==> src/rtl/ua_transmitter_fifo.sv <==
// UART transmitter with configurable framing and a transmit FIFO.
// Bit timing comes from an external one-cycle baud tick on enable.
module ua_transmitter_fifo #(
  parameter int unsigned DATA_BITS  = 8,
  parameter int unsigned PARITY     = 0,
  parameter int unsigned STOP_BITS  = 1,
  parameter int unsigned FIFO_DEPTH = 4,
  parameter int unsigned CW         = $clog2(FIFO_DEPTH + 1)
) (
  input  logic                 clk,
  input  logic                 rst,
  input  logic                 enable,
  input  logic                 din_rdy,
  input  logic [DATA_BITS-1:0] din_data,
  input  logic                 ovf_clr,
  output logic                 ser_out,
  output logic                 uart_ready,
  output logic                 fifo_full,
  output logic [CW-1:0]        fifo_count,
  output logic                 overflow,
  output logic                 busy
);

  if (DATA_BITS < 5 || DATA_BITS > 9 || PARITY > 2 || STOP_BITS < 1 || STOP_BITS > 2 ||
      FIFO_DEPTH < 2 || (FIFO_DEPTH & (FIFO_DEPTH - 1)) != 0 ||
      CW != $clog2(FIFO_DEPTH + 1)) begin : gen_param_check
    $error("ua_transmitter_fifo: illegal parameter value");
  end

  localparam int unsigned AW = $clog2(FIFO_DEPTH);
  localparam logic [CW-1:0] DepthC    = CW'(FIFO_DEPTH);
  localparam logic [3:0]    DataBitsC = 4'(DATA_BITS);
  localparam logic          StopLastC = 1'(STOP_BITS - 1);
  localparam logic          ParOddC   = (PARITY == 2);
  localparam logic          ParEnC    = (PARITY != 0);

  localparam logic [2:0] StIdle  = 3'd0;
  localparam logic [2:0] StStart = 3'd1;
  localparam logic [2:0] StData  = 3'd2;
  localparam logic [2:0] StPar   = 3'd3;
  localparam logic [2:0] StStop  = 3'd4;

  logic [2:0]           state_q, state_d;
  logic [DATA_BITS-1:0] sr_q, sr_d;
  logic [3:0]           bit_cnt_q, bit_cnt_d;
  logic                 stop_cnt_q, stop_cnt_d;
  logic                 par_q, par_d;
  logic                 ser_q, ser_d;
  logic [DATA_BITS-1:0] mem_q [FIFO_DEPTH];
  logic [DATA_BITS-1:0] mem_d [FIFO_DEPTH];
  logic [AW-1:0]        wr_ptr_q, wr_ptr_d, rd_ptr_q, rd_ptr_d;
  logic [CW-1:0]        count_q, count_d;
  logic                 full_q, full_d;
  logic                 ovf_q, ovf_d;
  logic                 push, pop, fifo_empty;
  logic [DATA_BITS-1:0] head;

  assign fifo_empty = (count_q == '0);
  assign push       = din_rdy && !full_q;
  assign head       = mem_q[rd_ptr_q];

  always_comb begin
    state_d    = state_q;
    sr_d       = sr_q;
    bit_cnt_d  = bit_cnt_q;
    stop_cnt_d = stop_cnt_q;
    par_d      = par_q;
    ser_d      = ser_q;
    pop        = 1'b0;
    if (enable) begin
      unique case (state_q)
        StIdle: begin
          ser_d = 1'b1;
          if (!fifo_empty) begin
            pop     = 1'b1;
            sr_d    = head;
            par_d   = (^head) ^ ParOddC;
            ser_d   = 1'b0;
            state_d = StStart;
          end
        end
        StStart: begin
          ser_d     = sr_q[0];
          sr_d      = sr_q >> 1;
          bit_cnt_d = 4'd1;
          state_d   = StData;
        end
        StData: begin
          if (bit_cnt_q < DataBitsC) begin
            ser_d     = sr_q[0];
            sr_d      = sr_q >> 1;
            bit_cnt_d = bit_cnt_q + 4'd1;
          end else if (ParEnC) begin
            ser_d   = par_q;
            state_d = StPar;
          end else begin
            ser_d      = 1'b1;
            stop_cnt_d = 1'b0;
            state_d    = StStop;
          end
        end
        StPar: begin
          ser_d      = 1'b1;
          stop_cnt_d = 1'b0;
          state_d    = StStop;
        end
        StStop: begin
          ser_d = 1'b1;
          if (stop_cnt_q < StopLastC) begin
            stop_cnt_d = 1'b1;
          end else if (!fifo_empty) begin
            // Back-to-back frame: the next start bit replaces the idle gap.
            pop     = 1'b1;
            sr_d    = head;
            par_d   = (^head) ^ ParOddC;
            ser_d   = 1'b0;
            state_d = StStart;
          end else begin
            state_d = StIdle;
          end
        end
        default: begin
          ser_d   = 1'b1;
          state_d = StIdle;
        end
      endcase
    end
  end

  always_comb begin
    mem_d    = mem_q;
    wr_ptr_d = wr_ptr_q;
    rd_ptr_d = rd_ptr_q;
    count_d  = count_q;
    if (push) begin
      mem_d[wr_ptr_q] = din_data;
      wr_ptr_d        = wr_ptr_q + AW'(1);
    end
    if (pop) begin
      rd_ptr_d = rd_ptr_q + AW'(1);
    end
    if (push && !pop) begin
      count_d = count_q + CW'(1);
    end else if (pop && !push) begin
      count_d = count_q - CW'(1);
    end
    full_d = (count_d == DepthC);
    // A dropped write outranks a simultaneous clear.
    if (din_rdy && full_q) begin
      ovf_d = 1'b1;
    end else if (ovf_clr) begin
      ovf_d = 1'b0;
    end else begin
      ovf_d = ovf_q;
    end
  end

  always_ff @(posedge clk) begin
    if (!rst) begin
      state_q    <= StIdle;
      sr_q       <= '0;
      bit_cnt_q  <= '0;
      stop_cnt_q <= 1'b0;
      par_q      <= 1'b0;
      ser_q      <= 1'b1;
      wr_ptr_q   <= '0;
      rd_ptr_q   <= '0;
      count_q    <= '0;
      full_q     <= 1'b0;
      ovf_q      <= 1'b0;
    end else begin
      state_q    <= state_d;
      sr_q       <= sr_d;
      bit_cnt_q  <= bit_cnt_d;
      stop_cnt_q <= stop_cnt_d;
      par_q      <= par_d;
      ser_q      <= ser_d;
      wr_ptr_q   <= wr_ptr_d;
      rd_ptr_q   <= rd_ptr_d;
      count_q    <= count_d;
      full_q     <= full_d;
      ovf_q      <= ovf_d;
    end
  end

  // Storage needs no reset; the pointers and count define validity.
  always_ff @(posedge clk) begin
    mem_q <= mem_d;
  end

  assign ser_out    = ser_q;
  assign busy       = (state_q != StIdle);
  assign uart_ready = !busy && fifo_empty;
  assign fifo_full  = full_q;
  assign fifo_count = count_q;
  assign overflow   = ovf_q;

endmodule

==> config.mk <==
export PLATFORM = sky130hd
export DESIGN_NAME = ua_transmitter_fifo
export DESIGN_NICKNAME = d
export VERILOG_FILES = /design/src/rtl/ua_transmitter_fifo.sv
export SDC_FILE = /design/constraint.sdc
export NUM_CORES = 1
export LEC_CHECK = 0
export CAP_MARGIN = 20
export CORE_AREA = 2 2 70 72
export CTS_CLUSTER_DIAMETER = 200
export DETAILED_ROUTE_END_ITERATION = 8
export DIE_AREA = 0 0 72 74
export PLACE_DENSITY = 0.77
export SYNTH_ARGS = -nofsm -noshare
export SYNTH_HDL_FRONTEND = slang
export SYNTH_SLANG_ARGS = --single-unit
==> constraint.sdc <==
create_clock -name clk -period 1.9 [get_ports clk]
set_input_delay 0.285 -clock clk [delete_from_list [all_inputs] [get_ports clk]]
set_output_delay 0.285 -clock clk [all_outputs]
set_load 0.02 [all_outputs]
# After elaboration in Yosys (flattened, before gate mapping)
# Cells that the tools add are included.
[op_classes]
n_addsub = 5
mux = 32
n_eq_ne = 10
magnitude_cmp = 5
bitwise_logic = 2
n_reduce_logical = 21
[op_table]
columns = ["cell", "n"]
rows = [
  ["8-bit two-way mux", 6],
  ["32-bit bitwise mux", 1],
  ["8-bit case mux with 4 select lines", 1],
  ["8-bit binary-select mux with 2-bit select", 1],
  ["8-bit demux with 2-bit select", 1],
  ["3-bit two-way mux", 5],
  ["3-bit case mux with 5 select lines", 1],
  ["4-bit AND reduction", 3],
  ["1-bit two-way mux", 11],
  ["2-bit != test (second input constant)", 5],
  ["4-bit case mux with 2 select lines", 1],
  ["3-bit by 2-bit equality test with 1-bit output (second input constant)", 2],
  ["3-bit equality test (second input constant)", 2],
  ["3-bit greater-or-equal comparator (second input constant)", 2],
  ["1-bit logical AND", 6],
  ["3-bit logical NOT", 2],
  ["2-bit NOT with 3-bit output", 2],
  ["3-bit nonzero test", 2],
  ["2-bit by 1-bit adder with 2-bit output (second input constant)", 2],
  ["4-bit by 1-bit adder with 4-bit output (second input constant)", 1],
  ["1-bit logical NOT", 4],
  ["4-bit less-than comparator (second input constant)", 1],
  ["4-bit two-way mux", 1],
  ["1-bit case mux with 4 select lines", 1],
  ["other kinds (10)", 11],
]
[totals]
reg_bits = 58
elab_cells = 89

# Depth between registers and ports, before layout
# Gate-level depths: netlist (run 1).
[depth]
depth_word = 9
depth_mapped = 9

# Least setup slack after synthesis (run 1)
# Ideal clock, no wire load.
[synth_path]
path_kind = "register -> register"
from = "reg count_q[0], in the netlist fifo_count[0]"
to = "reg full_q, in the netlist fifo_full"
setup_slack_ns = 0.152
t_arrival_ns = 1.626
setup_ns = 0.122
t_required_ns = 1.778
stages_incl_launch_ff = 8
cell_sequence = "dfxtp_1 -> inv_1 -> ha_1 -> nand2b_4 -> nand3_4 -> xnor2_2 -> nor3_1 -> o311a_1"
[synth_between]
elab_chain_len = 9
[synth_lines]
columns = ["item", "line_no", "source"]
rows = [
  ["start, declared", "52", "logic [CW-1:0] count_q, count_d;"],
  ["start signal, assigned", "180", "count_q <= count_d;"],
  ["3-bit logical NOT", "58", "assign fifo_empty = (count_q == '0);"],
  ["1-bit two-way mux", "74, 111", ""],
  ["1-bit two-way mux", "109", "if (stop_cnt_q < StopLastC) begin"],
  ["1-bit case mux with 2 select lines", "71", "unique case (state_q)"],
  ["1-bit two-way mux", "70", "if (enable) begin"],
  ["1-bit logical AND / 1-bit logical NOT (equally long branches)", "144, 142", ""],
  ["3-bit two-way mux / 1-bit logical AND (equally long branches)", "144, 142", ""],
  ["3-bit two-way mux *", "142", "if (push && !pop) begin"],
  ["3-bit equality test *", "147", "full_d = (count_d == DepthC);"],
  ["end signal, assigned", "181", "full_q <= full_d;"],
  ["end, declared", "53", "logic full_q, full_d;"],
]
# Mark *: on every way between the ends. The rest lies on a longest branch, timed or not.
# A chain may end at the register's enable or synchronous reset.

# Final worst setup path (run 1)
[layout_path]
from = "reg count_q[0], in the netlist fifo_count[0]"
to = "out uart_ready"
[layout_between]
elab_chain_len = 2
[layout_lines]
columns = ["item", "line_no", "source"]
rows = [
  ["3-bit logical NOT", "58", ""],
  ["1-bit logical AND", "193", "assign uart_ready = !busy && fifo_empty;"],
  ["end, declared", "17", "output logic uart_ready,"],
]
# No other way between the ends.

==> flow_metrics.tcl, run 1 <==
set metrics [dict create \
    place_inst 270 \
    seq_area_um2 1460 \
    wirelength_mm 4.64 \
    synthToLayoutAreaGrowth_pct 19.2 \
    place_hpwl_mm 3.24 \
    postCtsSetupRepairBufs 0 \
    ir_worst_vdd_uv 798 \
    wire_per_inst_um 16.3 \
    cp.arrival_ns 1.51 \
    grt_usage_pct 20.4 \
    synth_seq_cells 57 \
    grt_pass1_vias 1693 \
    ys_types 44 \
    setup_viol 0 \
    drtAntennaViolNets 0 \
    synth_edf_count 32 \
    worst_pin_slew_ns 0.677 \
    ys_seq_area_share_pct 57.4 \
    rsz0062_at_grt "false" \
    critPathKind "register to output pin" \
    fmax_mhz 557 \
    ys.flop_type "edfxtp_1" \
    fill_cells 322 \
    yosys-top-cells-area "edfxtp_1 38%, dfxtp_1 20%, mux4_2 7.1%, ha_1 3.9%, mux2i_1 3.5%" \
    syn_nets 215 \
    finalMaxSlewViolations 0 \
    grt_overflow_total 0 \
    maxCapViolCount 0 \
    yosys-top-cells-count "32 x edfxtp_1, 25 x dfxtp_1, 17 x nor2_1, 9 x mux2i_1" \
    design_area_um2 3040 \
    pin_count 21 \
    switching_share_pct 30.9 \
    cpPeakStageDelay_ns 0.39 \
    core-area_um2 4600 \
    grt_max_degree 21 \
    syn_inst 194 \
    crit_path_end_kind "output pin" \
    viasPerCell 5.67 \
    antenna_cells 0 \
    drive_above_1_share_pct 19.5 \
    cts_buffers 9 \
    worstPathMaxFanout 6 \
    intPower_uw 2900 \
    min_path_type "register to register" \
    fin_crit_ns 1.80 \
    leakagePower_uw 0.00116 \
    synth_top_area_share_pct 37.7 \
    hold_violations 0 \
    pwr-share-comb_pct 32.5 \
    clkLatencyLatePin_ns 0.33 \
    period_share_pct 94.5 \
    max_slew_margin_pct 54.8 \
    crit_required_ns 1.62 \
    drt-initial-drc-count 77 \
    die_height_um 74 \
    dpl_worst_slack_ns -0.0469 \
    htree_levels 3 \
    drc 0 \
    fin_tns_setup_ns 0 \
    finalWeightedCongestion 0.774 \
    die-area_um2 5330 \
    power_frac_seq_pct 39.0 \
    yosysTopAreaCell "edfxtp_1" \
    antenna_found_initial 0 \
    cts_max_path_buffers 2 \
    yosys_warnings 0 \
    placed_area_um2 2820 \
    netlist_area_um2 2550 \
    cts_root_buf "clkbuf_8" \
    nNetsFinal 248 \
    cts_tree "built" \
    grt_first_pass_wirelength_mm 7.87 \
    syn_area_per_cell_um2 13.1 \
    status "completed" \
    fin_util_pct 66.0 \
    p_sw_uw 1300 \
    dr_total_vias 1616 \
    rows 25 \
    yosysMostFrequentCell "edfxtp_1" \
    worstPathCellList "inv_1, ha_1, nand2b_4, nor2_1, dlygate4sd2_1" \
    clkPwrFrac_pct 28.5 \
    clock-sinks 57 \
    power_density_nw_per_um2 1380 \
    portBuffers 20 \
    path_clk_slew_ns 0.06 \
    synthArstFlopShare_pct 0 \
    cp-start-kind "register" \
    start_util_pct 55.4 \
    die_x_um 72 \
    multi_input_area_um2 967 \
    final.setup.worst_slack_ns 0.104 \
    cp_slowest_cell "dfxtp_2" \
    clock_skew_ns 0.00957 \
    first_pass_iters 4 \
    fin_cells 285 \
]
[path summary, 6_finish.rpt]
kind	end	startpoint	cells after the start	slack (ns)
worst max-delay path	uart_ready	fifo_count[0]$_SDFF_PN0_	5	0.10
worst min-delay path	overflow$_SDFFE_PN0P_	overflow$_SDFFE_PN0P_	2	0.48
worst max register to register	fifo_full$_SDFF_PN0_	fifo_count[0]$_SDFF_PN0_	7	0.16
worst min register to register	overflow$_SDFFE_PN0P_	overflow$_SDFFE_PN0P_	2	0.48
[placed cells by master (no fill, tap or decap), types with 4 or more instances in the layout]
cell type and instances:
nor2_1 17, buf_4 13, dfxtp_1 24, nand2b_1 4, edfxtp_1 32, nand3_1 4
clkdlybuf4s50_1 18, o21ai_0 7, a21oi_1 6, nand2_1 5, nor2b_1 4, inv_1 8
and2_1 5, xor2_1 4, mux4_2 8, a211oi_1 6, nor3_1 5, ha_1 8
mux2i_1 9, clkbuf_8 9
[layer usage]
| layer | GRT usage (%) | vias up | routed length (um) |
|---|---|---|---|
| met1 | 22.6 | 787 | 1900 |
| met2 | 35.0 | 37 | 2440 |
| li1 | - | 779 | - |
| met3 | 5.83 | 13 | 193 |
| met5 | 0 | - | 0 |
| met4 | 12.6 | 0 | 104 |
[power groups by stage]
stage	clock network [uW]	logic (uW)	registers [uW]
CTS	1230	1380	1640
floorplan	0	1040	1660
finish	1190	1360	1640
global placement	0	1310	1650
global route	1270	1490	1660
detailed placement	0	1380	1660
[final cells by class]
cell class / count / share of cell area, %
Clock inverter: 5 / 2.68
Clock buffer: 10 / 4.20
Multi-Input combinational cell: 118 / 31.9
Sequential cell: 57 / 48.2
Tap cell: 54 / 2.23
Timing Repair Buffer: 33 / 9.85
Inverter: 8 / 0.989
[kinds of logic (layout without fill, tap and decap cells)]
group	after synthesis	after routing	synth area share, %
flops	57	57	57.4
simple gates	57	57	12.8
compound gates	28	28	7.62
buf+inv	19	56	4.62
mux	17	17	10.6
fa+ha+maj	8	8	3.93
xor+xnor	8	8	3.05
[stage by stage]
| stage | hold slack (ns) | total power (uW) |
|---|---|---|
| floorplan | 0.347 | 2700 |
| global route | 0.506 | 4430 |
| finish | 0.479 | 4200 |
| global placement | 0.450 | 2960 |
| CTS | 0.484 | 4240 |
| detailed placement | 0.451 | 3040 |
[registers in the layout, summed over array words and instances, names as in the netlist]
name        flops
wr_ptr_q        2
mem_q          32
fifo_count      3
bit_cnt_q       4
rd_ptr_q        2
ser_out         1
overflow        1
fifo_full       1
sr_q            8
state_q         3
[worst max-delay path, delay by kind of cell, from the launching register on]
kind	cells	cell delay, ns
buffers and inverters	2	0.41
flip-flops	1	0.39
adder cells (fa/ha/maj)	1	0.23
AND/OR/NAND/NOR	2	0.15
[repair_timing]
action                                  4_1_cts  5_1_grt
hold buffers                                  0        0
endpoints found under the setup margin        1        3
resized for setup                             1        2
Power figures use the tool's default switching activity.
==> inputs of run 2 (changes only) <==
--- a/config.mk
+++ b/config.mk
@@ -6,11 +6,10 @@
 export NUM_CORES = 1
 export LEC_CHECK = 0
 export CAP_MARGIN = 20
-export CORE_AREA = 2 2 70 72
+export CORE_AREA = 2 2 90 92
 export CTS_CLUSTER_DIAMETER = 200
 export DETAILED_ROUTE_END_ITERATION = 8
-export DIE_AREA = 0 0 72 74
-export PLACE_DENSITY = 0.77
+export DIE_AREA = 0 0 92 94
 export SYNTH_ARGS = -nofsm -noshare
 export SYNTH_HDL_FRONTEND = slang
 export SYNTH_SLANG_ARGS = --single-unit
==> constraint.sdc (replaced) <==
create_clock -name clk -period 1.8 [get_ports clk]
set_input_delay 0.27 -clock clk [delete_from_list [all_inputs] [get_ports clk]]
set_output_delay 0.27 -clock clk [all_outputs]
set_load 0.02 [all_outputs]
==> run 2 against run 1 <==
  * Wire length decreased by 3.4%
  * Sequential share of layout area shrank 2.2 points
  * Design area grew 4.7%
  * Largest cell class unchanged
  * Flip-flop and latch count unchanged
  * Clock skew decreased by 0.0018 ns
  * Cell count up 20%
  * Register-to-register slack better by 0.06 ns
  * Critical endpoint is now fifo_count[0]
  * Core utilization fell by 24 points
  * Worst setup slack improved by 0.039 ns
  * Power up 6.6%
  * Via count fell by 3.3%
  * Global-route usage fell by 8.5 points
==> flow_metrics.tcl, run 2 (synthesis results as in run 1) <==
set metrics [dict create \
    status "completed" \
    rrSetupSlack_ns 0.22 \
    largest_register_ffs 32 \
    die-area_um2 8650 \
    grt_usage_pct 11.9 \
    grt_max_degree 17 \
    critPathKind "register to output pin" \
    worstPathCellList "buf_4, clkdlybuf4s50_1" \
    cp.arrival_ns 1.39 \
    max_slew_margin_pct 70.3 \
    dpl_worst_slack_ns 0.0577 \
    final.setup.worst_slack_ns 0.143 \
    min_path_type "register to register" \
    fin_tns_setup_ns 0 \
    place_inst 327 \
    clock_skew_ns 0.00779 \
    cts_root_buf "clkbuf_8" \
    power_density_nw_per_um2 1410 \
    drtAntennaViolNets 0 \
    multi_input_area_um2 967 \
    drc 0 \
    fmax_mhz 604 \
    portBuffers 20 \
    clkLatencyLatePin_ns 0.33 \
    period_share_pct 92.0 \
    cp-start-kind "register" \
    grt_overflow_total 0 \
    cp_slowest_cell "clkdlybuf4s50_1" \
    die_height_um 94 \
    grt_first_pass_wirelength_mm 7.71 \
    worstPathMaxFanout 5 \
    path_clk_slew_ns 0.07 \
    synthToLayoutAreaGrowth_pct 24.8 \
    placed_area_um2 2980 \
    core-area_um2 7610 \
    finalHoldWorstSlack_ns 0.469 \
    fill_cells 725 \
    wire_per_inst_um 13.1 \
    pin_count 21 \
    dr_total_vias 1563 \
    die_x_um 92 \
    largest_register "mem_q" \
    fin_crit_ns 1.66 \
    final_cell_mix "32 x edfxtp_1, 25 x dfxtp_1, 20 x buf_4, 18 x clkdlybuf4s50_1, 17 x nor2_1" \
    cpPeakStageDelay_ns 0.59 \
    rsz0062_at_grt "false" \
    hold_violations 0 \
    ir_worst_vdd_uv 429 \
    nNetsFinal 257 \
    first_pass_iters 4 \
    drive_above_1_share_pct 22.9 \
    wirelength_mm 4.48 \
    viasPerCell 4.57 \
    fin_cells 342 \
    finalWeightedCongestion 0.746 \
    antenna_cells 0 \
    worst_pin_slew_ns 0.444 \
    htree_levels 3 \
    layout_commonest_cell "edfxtp_1" \
    crit_path_end_kind "output pin" \
    clock-sinks 57 \
    antenna_found_initial 0 \
    drt-initial-drc-count 42 \
    cts_max_path_buffers 2 \
    design_area_um2 3180 \
    top_regs "mem_q (32), sr_q (8), bit_cnt_q (4)" \
    cts_buffers 9 \
    leakagePower_uw 0.00121 \
    cts_tree "built" \
    rows 32 \
    grt_pass1_vias 1635 \
    maxCapViolCount 0 \
    start_util_pct 33.5 \
    finalMaxSlewViolations 0 \
    place_hpwl_mm 3.23 \
    setup_viol 0 \
    seq_area_um2 1460 \
    crit_required_ns 1.53 \
]
[run 2: repair_timing]
| item | 4_1_cts | 5_1_grt |
|---|---|---|
| buffers inserted | 0 | 0 |
| setup endpoints to repair | 2 | 1 |
| gates resized for setup | 2 | 2 |
| hold buffers | 0 | 0 |
[run 2: worst max-delay path: cells and delay by family, from the launching register on]
kind / cells / cell delay, ns
buffers and inverters: 2 / 0.73
flip-flops: 1 / 0.33
[run 2: layer usage]
metal / vias to the layer above / wire length [um] / GRT usage, %
met5: - / 0 / 0
met4: 0 / 84 / 5.60
met3: 7 / 164 / 4.09
met2: 23 / 2270 / 20.0
met1: 738 / 1960 / 13.5
li1: 795 / - / -
[run 2: where the power goes]
group | internal, uW | switching [uW] | total (uW)
combinational | 753 | 749 | 1500
sequential | 1590 | 112 | 1710
clock | 765 | 500 | 1270
[run 2: stage by stage]
stage	power (uW)	util (%)
detailed placement	3290	39.1
global route	4760	41.8
floorplan	2850	-
CTS	4550	41.8
finish	4470	41.8
global placement	3260	39.1
[run 2: final cells by class]
cell class / instances / area share (%)
clock inverters: 6 / 2.64
inverters: 8 / 0.945
clock buffers: 9 / 3.90
repair buffers: 42 / 12.1
multi-input cells: 118 / 30.4
well taps: 102 / 4.02
flip-flops and latches: 57 / 46.0
[run 2: path summary, 6_finish.rpt]
| kind | startpoint | to | depth (start not counted) |
|---|---|---|---|
| min | sr_q[7]$_SDFFE_PN0P_ | sr_q[7]$_SDFFE_PN0P_ | 2 |
| max reg2reg | fifo_count[0]$_SDFF_PN0_ | fifo_full$_SDFF_PN0_ | 7 |
| min reg2reg | sr_q[7]$_SDFFE_PN0P_ | sr_q[7]$_SDFFE_PN0P_ | 2 |
| max | fifo_count[0]$_SDFF_PN0_ | fifo_count[0] | 2 |
